--- src/rtl/tcm_stream_dma_pkg.sv ---
// Shared definitions for the TCM byte-stream DMA: FSM states and direction codes.
package tcm_stream_dma_pkg;

  localparam logic DIR_WR = 1'b0;  // stream -> TCM
  localparam logic DIR_RD = 1'b1;  // TCM -> stream

  typedef enum logic [2:0] {
    S_IDLE  = 3'd0,
    S_FILL  = 3'd1,
    S_WRITE = 3'd2,
    S_FETCH = 3'd3,
    S_WAIT  = 3'd4,
    S_DRAIN = 3'd5,
    S_DONE  = 3'd6
  } state_e;

endpackage

--- src/rtl/tcm_byte_lane.sv ---
// Lane counter plus word pack/unpack register. Pushes place bytes little-endian
// by lane; pops shift the word right so the current byte is always in [7:0].
module tcm_byte_lane #(
  parameter int XLEN = 32
) (
  input  logic              clk_i,
  input  logic              rst_ni,
  input  logic              clear_i,
  input  logic              load_i,
  input  logic [XLEN-1:0]   load_data_i,
  input  logic              push_i,
  input  logic [7:0]        push_data_i,
  input  logic              pop_i,
  output logic [XLEN-1:0]   word_o,
  output logic [XLEN/8-1:0] be_o,
  output logic [7:0]        byte_o,
  output logic              last_o
);
  localparam int BPW = XLEN / 8;
  localparam int LW  = (BPW > 1) ? $clog2(BPW) : 1;

  logic [LW-1:0]   r_lane;
  logic [XLEN-1:0] r_data;
  logic [BPW-1:0]  r_be;

  // Pack/unpack register; clear wins so a new word never inherits stale lanes.
  always_ff @(posedge clk_i or negedge rst_ni) begin
    if (!rst_ni) begin
      r_lane <= '0;
      r_data <= '0;
      r_be   <= '0;
    end else if (clear_i) begin
      r_lane <= '0;
      r_data <= '0;
      r_be   <= '0;
    end else if (load_i) begin
      r_lane <= '0;
      r_data <= load_data_i;
      r_be   <= '1;
    end else if (push_i) begin
      r_data[{r_lane, 3'b000} +: 8] <= push_data_i;
      r_be[r_lane]                  <= 1'b1;
      r_lane                        <= r_lane + LW'(1);
    end else if (pop_i) begin
      r_data <= r_data >> 8;
      r_lane <= r_lane + LW'(1);
    end
  end

  assign word_o = r_data;
  assign be_o   = r_be;
  assign byte_o = r_data[7:0];
  assign last_o = (r_lane == LW'(BPW - 1));

endmodule

--- src/rtl/tcm_stream_dma.sv ---
// Byte-stream DMA on one TCM port: packs a byte stream into words (write) or
// unpacks fetched words onto a byte stream (read), with a running byte checksum.
module tcm_stream_dma
  import tcm_stream_dma_pkg::*;
#(
  parameter int XLEN      = 32,
  parameter int N_ENTRIES = 1024,
  parameter int ADDRW     = $clog2(N_ENTRIES)
) (
  input  logic              clk_i,
  input  logic              rst_ni,
  input  logic              start_i,
  input  logic              dir_i,
  input  logic [ADDRW-1:0]  base_i,
  input  logic [ADDRW+2:0]  nbytes_i,
  output logic              busy_o,
  output logic              done_o,
  output logic              err_o,
  output logic [XLEN-1:0]   sum_o,
  input  logic [7:0]        s_data_i,
  input  logic              s_valid_i,
  output logic              s_ready_o,
  output logic [7:0]        m_data_o,
  output logic              m_valid_o,
  input  logic              m_ready_i,
  output logic              en_o,
  output logic              we_o,
  output logic [XLEN/8-1:0] be_o,
  output logic [ADDRW-1:0]  addr_o,
  output logic [XLEN-1:0]   wdata_o,
  input  logic [XLEN-1:0]   rdata_i,
  input  logic              ready_i
);
  localparam int BPW  = XLEN / 8;
  localparam int LENW = ADDRW + 3;
  localparam int ENDW = ADDRW + 4;

  state_e          r_state, w_next;
  logic [ADDRW-1:0] r_addr;
  logic [LENW-1:0]  r_remain;
  logic [XLEN-1:0]  r_sum;
  logic             r_err;

  logic [ENDW-1:0] w_end;
  logic            w_bad, w_accept, w_push, w_pop, w_clear, w_load, w_last_byte;
  logic            w_lane_last;
  logic [XLEN-1:0] w_word;
  logic [BPW-1:0]  w_be;
  logic [7:0]      w_byte, w_hs_byte;

  // End-of-transfer byte address computed one bit wider so it cannot overflow.
  assign w_end       = ({4'b0000, base_i} * ENDW'(BPW)) + {1'b0, nbytes_i};
  assign w_bad       = (nbytes_i == '0) || (w_end > ENDW'(N_ENTRIES * BPW));
  assign w_accept    = (r_state == S_IDLE) && start_i && !w_bad;
  assign w_push      = (r_state == S_FILL) && s_valid_i;
  assign w_pop       = (r_state == S_DRAIN) && m_ready_i;
  assign w_clear     = w_accept || (r_state == S_WRITE);
  assign w_load      = (r_state == S_WAIT) && ready_i;
  assign w_last_byte = (r_remain == LENW'(1));
  assign w_hs_byte   = w_push ? s_data_i : w_byte;

  tcm_byte_lane #(.XLEN(XLEN)) u_lane (
    .clk_i       (clk_i),
    .rst_ni      (rst_ni),
    .clear_i     (w_clear),
    .load_i      (w_load),
    .load_data_i (rdata_i),
    .push_i      (w_push),
    .push_data_i (s_data_i),
    .pop_i       (w_pop),
    .word_o      (w_word),
    .be_o        (w_be),
    .byte_o      (w_byte),
    .last_o      (w_lane_last)
  );

  // State register.
  always_ff @(posedge clk_i or negedge rst_ni) begin
    if (!rst_ni) r_state <= S_IDLE;
    else         r_state <= w_next;
  end

  // Next-state and per-state control outputs.
  always_comb begin
    w_next    = r_state;
    busy_o    = 1'b0;
    done_o    = 1'b0;
    s_ready_o = 1'b0;
    m_valid_o = 1'b0;
    en_o      = 1'b0;
    we_o      = 1'b0;
    case (r_state)
      S_IDLE: if (w_accept) w_next = (dir_i == DIR_RD) ? S_FETCH : S_FILL;
      S_FILL: begin
        busy_o    = 1'b1;
        s_ready_o = 1'b1;
        if (w_push && (w_lane_last || w_last_byte)) w_next = S_WRITE;
      end
      S_WRITE: begin
        busy_o = 1'b1;
        en_o   = 1'b1;
        we_o   = 1'b1;
        w_next = (r_remain == '0) ? S_DONE : S_FILL;
      end
      S_FETCH: begin
        busy_o = 1'b1;
        en_o   = 1'b1;
        w_next = S_WAIT;
      end
      S_WAIT: begin
        busy_o = 1'b1;
        if (ready_i) w_next = S_DRAIN;
      end
      S_DRAIN: begin
        busy_o    = 1'b1;
        m_valid_o = 1'b1;
        if (w_pop) begin
          if (w_last_byte)      w_next = S_DONE;
          else if (w_lane_last) w_next = S_FETCH;
        end
      end
      S_DONE:  begin
        done_o = 1'b1;
        w_next = S_IDLE;
      end
      default: w_next = S_IDLE;
    endcase
  end

  // Length/address counters, checksum and the registered reject pulse.
  always_ff @(posedge clk_i or negedge rst_ni) begin
    if (!rst_ni) begin
      r_addr   <= '0;
      r_remain <= '0;
      r_sum    <= '0;
      r_err    <= 1'b0;
    end else begin
      r_err <= (r_state == S_IDLE) && start_i && w_bad;
      if (w_accept) begin
        r_addr   <= base_i;
        r_remain <= nbytes_i;
        r_sum    <= '0;
      end else begin
        if (w_push || w_pop) begin
          r_remain <= r_remain - LENW'(1);
          r_sum    <= r_sum + XLEN'(w_hs_byte);
        end
        if ((r_state == S_WRITE) || (w_pop && w_lane_last && !w_last_byte))
          r_addr <= r_addr + ADDRW'(1);
      end
    end
  end

  // TCM and stream data are forced to zero outside their qualifying strobes.
  assign addr_o   = en_o ? r_addr : '0;
  assign wdata_o  = we_o ? w_word : '0;
  assign be_o     = we_o ? w_be : '0;
  assign m_data_o = m_valid_o ? w_byte : '0;
  assign sum_o    = r_sum;
  assign err_o    = r_err;

endmodule
--- config.mk ---
export PLATFORM = sky130hd
export DESIGN_NAME = tcm_stream_dma
export DESIGN_NICKNAME = d
export VERILOG_FILES = /design/src/rtl/tcm_stream_dma_pkg.sv /design/src/rtl/tcm_byte_lane.sv /design/src/rtl/tcm_stream_dma.sv
export SDC_FILE = /design/constraint.sdc
export NUM_CORES = 1
export LEC_CHECK = 0
export ABC_CLOCK_PERIOD_IN_PS = 11600
export BUFFER_PORTS_ARGS = -buffer_cell sky130_fd_sc_hd__buf_2
export CAP_MARGIN = 20
export CORE_UTILIZATION = 30
export DETAILED_ROUTE_END_ITERATION = 7
export PLACE_DENSITY = 0.51
export SLEW_MARGIN = 20
export SYNTH_ARGS = -nofsm -noshare
export SYNTH_HDL_FRONTEND = slang
export SYNTH_SLANG_ARGS = --single-unit
--- constraint.sdc ---
create_clock -name clk_i -period 11.6 [get_ports clk_i]
set_input_delay 0.58 -clock clk_i [delete_from_list [all_inputs] [get_ports clk_i]]
set_output_delay 0.58 -clock clk_i [all_outputs]
set_load 0.05 [all_outputs]
==> results.toml <==
[outcome]
status = "finished clean"

[placement]
place.gp.congestion = 0.8882
placed_cell_area_um2 = 7594
port_buffers = 162
dp_hpwl_um = 15570
dpl.cell_count = 1164

[critical_path]
critPathRequiredTime_ns = 11.89
slowest_stage = "nand3_1"
cp-start-kind = "flop"
arrival_ns = 4.74
slowest_delay_ns = 0.91
end_kind = "flop"
critPathKind = "flop to flop"
crit_chain = "nand3_1 -> nand2_1 -> nand2_1 -> ha_1 -> nor2b_1 -> o21ai_0 -> a21boi_0 -> o21ai_0 -> a21oi_1 -> o2111ai_2 -> or4_1 -> a21oi_1"
cp_max_fo = 25

[yosys]
async_flop_share = 1.000
syn-instance-count = 768
synth_nets = 865
synth-seq-cells = 97
synth.area.top_cells = "dfrtp_1 37%, nand2_1 5.1%, and2_1 4.7%"
synth_edf_count = 0
synth.distinct_cells = 64
yosys_warnings = 0
synth.cell_area_um2 = 6608
avgSynthCellArea_um2 = 8.604
synth_top_flop_cell = "dfrtp_1"
synth_top_area_frac = 0.3674
synth.largest_area_cell = "dfrtp_1"
seq_area_frac_synth = 0.3674

[floorplan]
die_y_um = 150.4
dieArea_um2 = 22620
die-width_um = 150.4
pin_count = 163
initial_core_util = 0.3104
std_cell_rows = 53
coreArea_um2 = 21290

[timing]
post-route-min-period_ns = 4.452
relSlewSlack = 0.3214
setup_viol = 0
slew_violations = 0
fin_worst_skew_ns = 0.01551
max_freq_mhz = 224.6
timing.hold.ws_ns = 0.2705
rsz0062_at_grt = "no"
period_share = 0.3838
worst_pin_slew_ns = 1.015
setup_tns_ns = 0
hold_viol = 0

[route]
drc_errors = 0
first_iter_violations = 367
ant_nets = 0
viasPerCell = 5.292
dr_total_vias = 6244
wire_per_inst_um = 17.83
routed_wl_um = 21040
dr.pass1.iters = 5

[layout]
final_cell_area_um2 = 7880
finalNonFillerCells = 1180
register_area_um2 = 2427
layout-drive-gt1-share = 0.2453
fill_cells = 2252
syn_to_final_growth_pct = 19.26
multi_input_area_um2 = 3872
diodes = 0
fin_nets = 997

[power]
switching_share = 0.4676
leakage_nw = 3.679
vdd_drop_max_mv = 0.07809
p_seq_frac = 0.340
internal_power_mw = 0.8939
clock_power_share = 0.174
p_per_area_nw_per_um2 = 213.1
comb_power_share = 0.486
power_switching_mw = 0.7852
fin_total_pwr_mw = 1.679

[job]
maxCapViolCount = 0

[clock_tree]
ctsHoldBuffers = 0
ctsResizeCount = 0
cts_buffer_depth = 2
post_cts_buffers = 0
htree_num_levels = 3
path_clk_slew_ns = 0.08
cts_tree = "yes"
root_buffer = "clkbuf_16"
clk_latency_ns = 0.36
cts_made_buffers = 9
cts_sinks = 97

[global_route]
antenna_found_initial = 0
grt_max_degree = 65
grt_first_pass_wirelength_um = 33420
grt_usage = 0.1897
grt_pass1_vias = 5911
grt.overflow.total = 0

[hold_path]
hold_path_class = "input pin to asynchronous set/reset pin"
==> state kept, by name, summed over array words and instances, names as in the netlist <==
signal,cells
err_o,1
u_lane.be_o,4
u_lane.word_o,32
r_state,3
r_addr,10
r_remain,13
sum_o,32
u_lane.r_lane,2
==> worst max-delay path: cells and delay by family (launching register included) <==
family / cells / cell delay [ns]
and+or+nand+nor: 5 / 1.94
adders and majority gates: 1 / 0.32
DFF: 1 / 0.80
AOI/OAI and AO/OA: 6 / 1.34
==> power groups by stage <==
stage / clock network (mW) / logic, mW / registers [mW]
5_1_grt: 0.313 / 0.897 / 0.591
2_1_floorplan: 0 / 0.597 / 0.583
6_report: 0.292 / 0.817 / 0.570
3_5_place_dp: 0 / 0.819 / 0.577
3_3_place_gp: 0 / 0.816 / 0.577
4_1_cts: 0.301 / 0.822 / 0.571
==> cells in the mapped netlist (5+ instances only) <==
library cell  number
a221o_1           11
dfrtp_1           97
mux2i_1            5
inv_1             25
nor3_1            21
or4_1              5
a21oi_1           44
clkbuf_1          32
and2_1            50
or3_1             10
o31ai_1            8
xnor2_1           28
nor2b_1            6
ha_1              25
and3_1            16
nor4_1            10
mux2_2            24
buf_4              9
o21ai_0           54
nand3_1           34
a32oi_1           13
nand4_1           10
nor2_1            53
xor2_1             7
a211oi_1           5
nand2_1           90
==> cell usage in the layout (no fill, tap or decap), drive strengths merged, types with 8 or more instances in the layout <==
master / Yosys / layout
nor3: 21 / 21
nand2: 90 / 90
a21oi: 44 / 44
dfrtp: 97 / 97
inv: 25 / 28
a32oi: 13 / 13
buf: 16 / 169
and3: 16 / 16
and2: 50 / 50
o21ai: 55 / 55
nand3: 34 / 34
or3: 10 / 10
ha: 25 / 25
clkbuf: 32 / 9
xnor2: 28 / 28
mux2: 24 / 24
nor2: 53 / 53
o31ai: 8 / 8
nor4: 10 / 10
nand4: 10 / 10
a221o: 11 / 11
==> final timing paths <==
path	cells past startpoint	slack, ns	start	to
max in group asynchronous	2	10.20	rst_ni	u_lane.word_o[6]$_DFFE_PN0P_
worst max register to register	12	7.15	r_state[0]$_DFFE_PN0P_	sum_o[28]$_DFFE_PN0P_
worst min-delay path	1	0.27	rst_ni	u_lane.word_o[29]$_DFFE_PN0P_
worst max-delay path	12	7.15	r_state[0]$_DFFE_PN0P_	sum_o[28]$_DFFE_PN0P_
min in group clk_i	3	0.45	base_i[8]	r_addr[8]$_DFFE_PN0P_
worst min register to register	2	0.50	u_lane.be_o[0]$_DFFE_PN0P_	u_lane.be_o[0]$_DFFE_PN0P_
==> stage by stage <==
stage                     setup slack, ns    util
final                               7.148  0.3702
after global placement              6.930  0.3564
after global routing                6.648  0.3702
after floorplan                     7.759       -
after detailed placement            7.004  0.3567
after CTS                           6.993  0.3697
==> cell families (layout without fill, tap and decap cells) <==
family,count (synthesis),in the layout,synth area share
and+or+nand+nor,324,324,0.2471
AOI/OAI and AO/OA,183,183,0.1869
DFF,97,97,0.3674
buffers and inverters,73,210,0.05037
xor gates and xnor gates,35,35,0.04639
muxes,29,29,0.04848
adders and majority gates,27,27,0.05340
==> metal layers <==
layer / GRT usage / vias to the layer above / wire length, um
li1: - / 3036 / -
met5: 0 / - / 0
met1: 0.2650 / 2945 / 9873
met4: 0.05152 / 0 / 305
met2: 0.2986 / 240 / 9466
met3: 0.03424 / 23 / 1391
==> final cells by class <==
cell class,count,share of cell area
multi-input combinational,598,0.4914
sequential,97,0.3080
timing repair buffer,169,0.1099
tap,275,0.04366
clock buffer,9,0.02858
inverter,25,0.01191
clock inverter,7,0.006510
(Power assumes the default switching activity.)
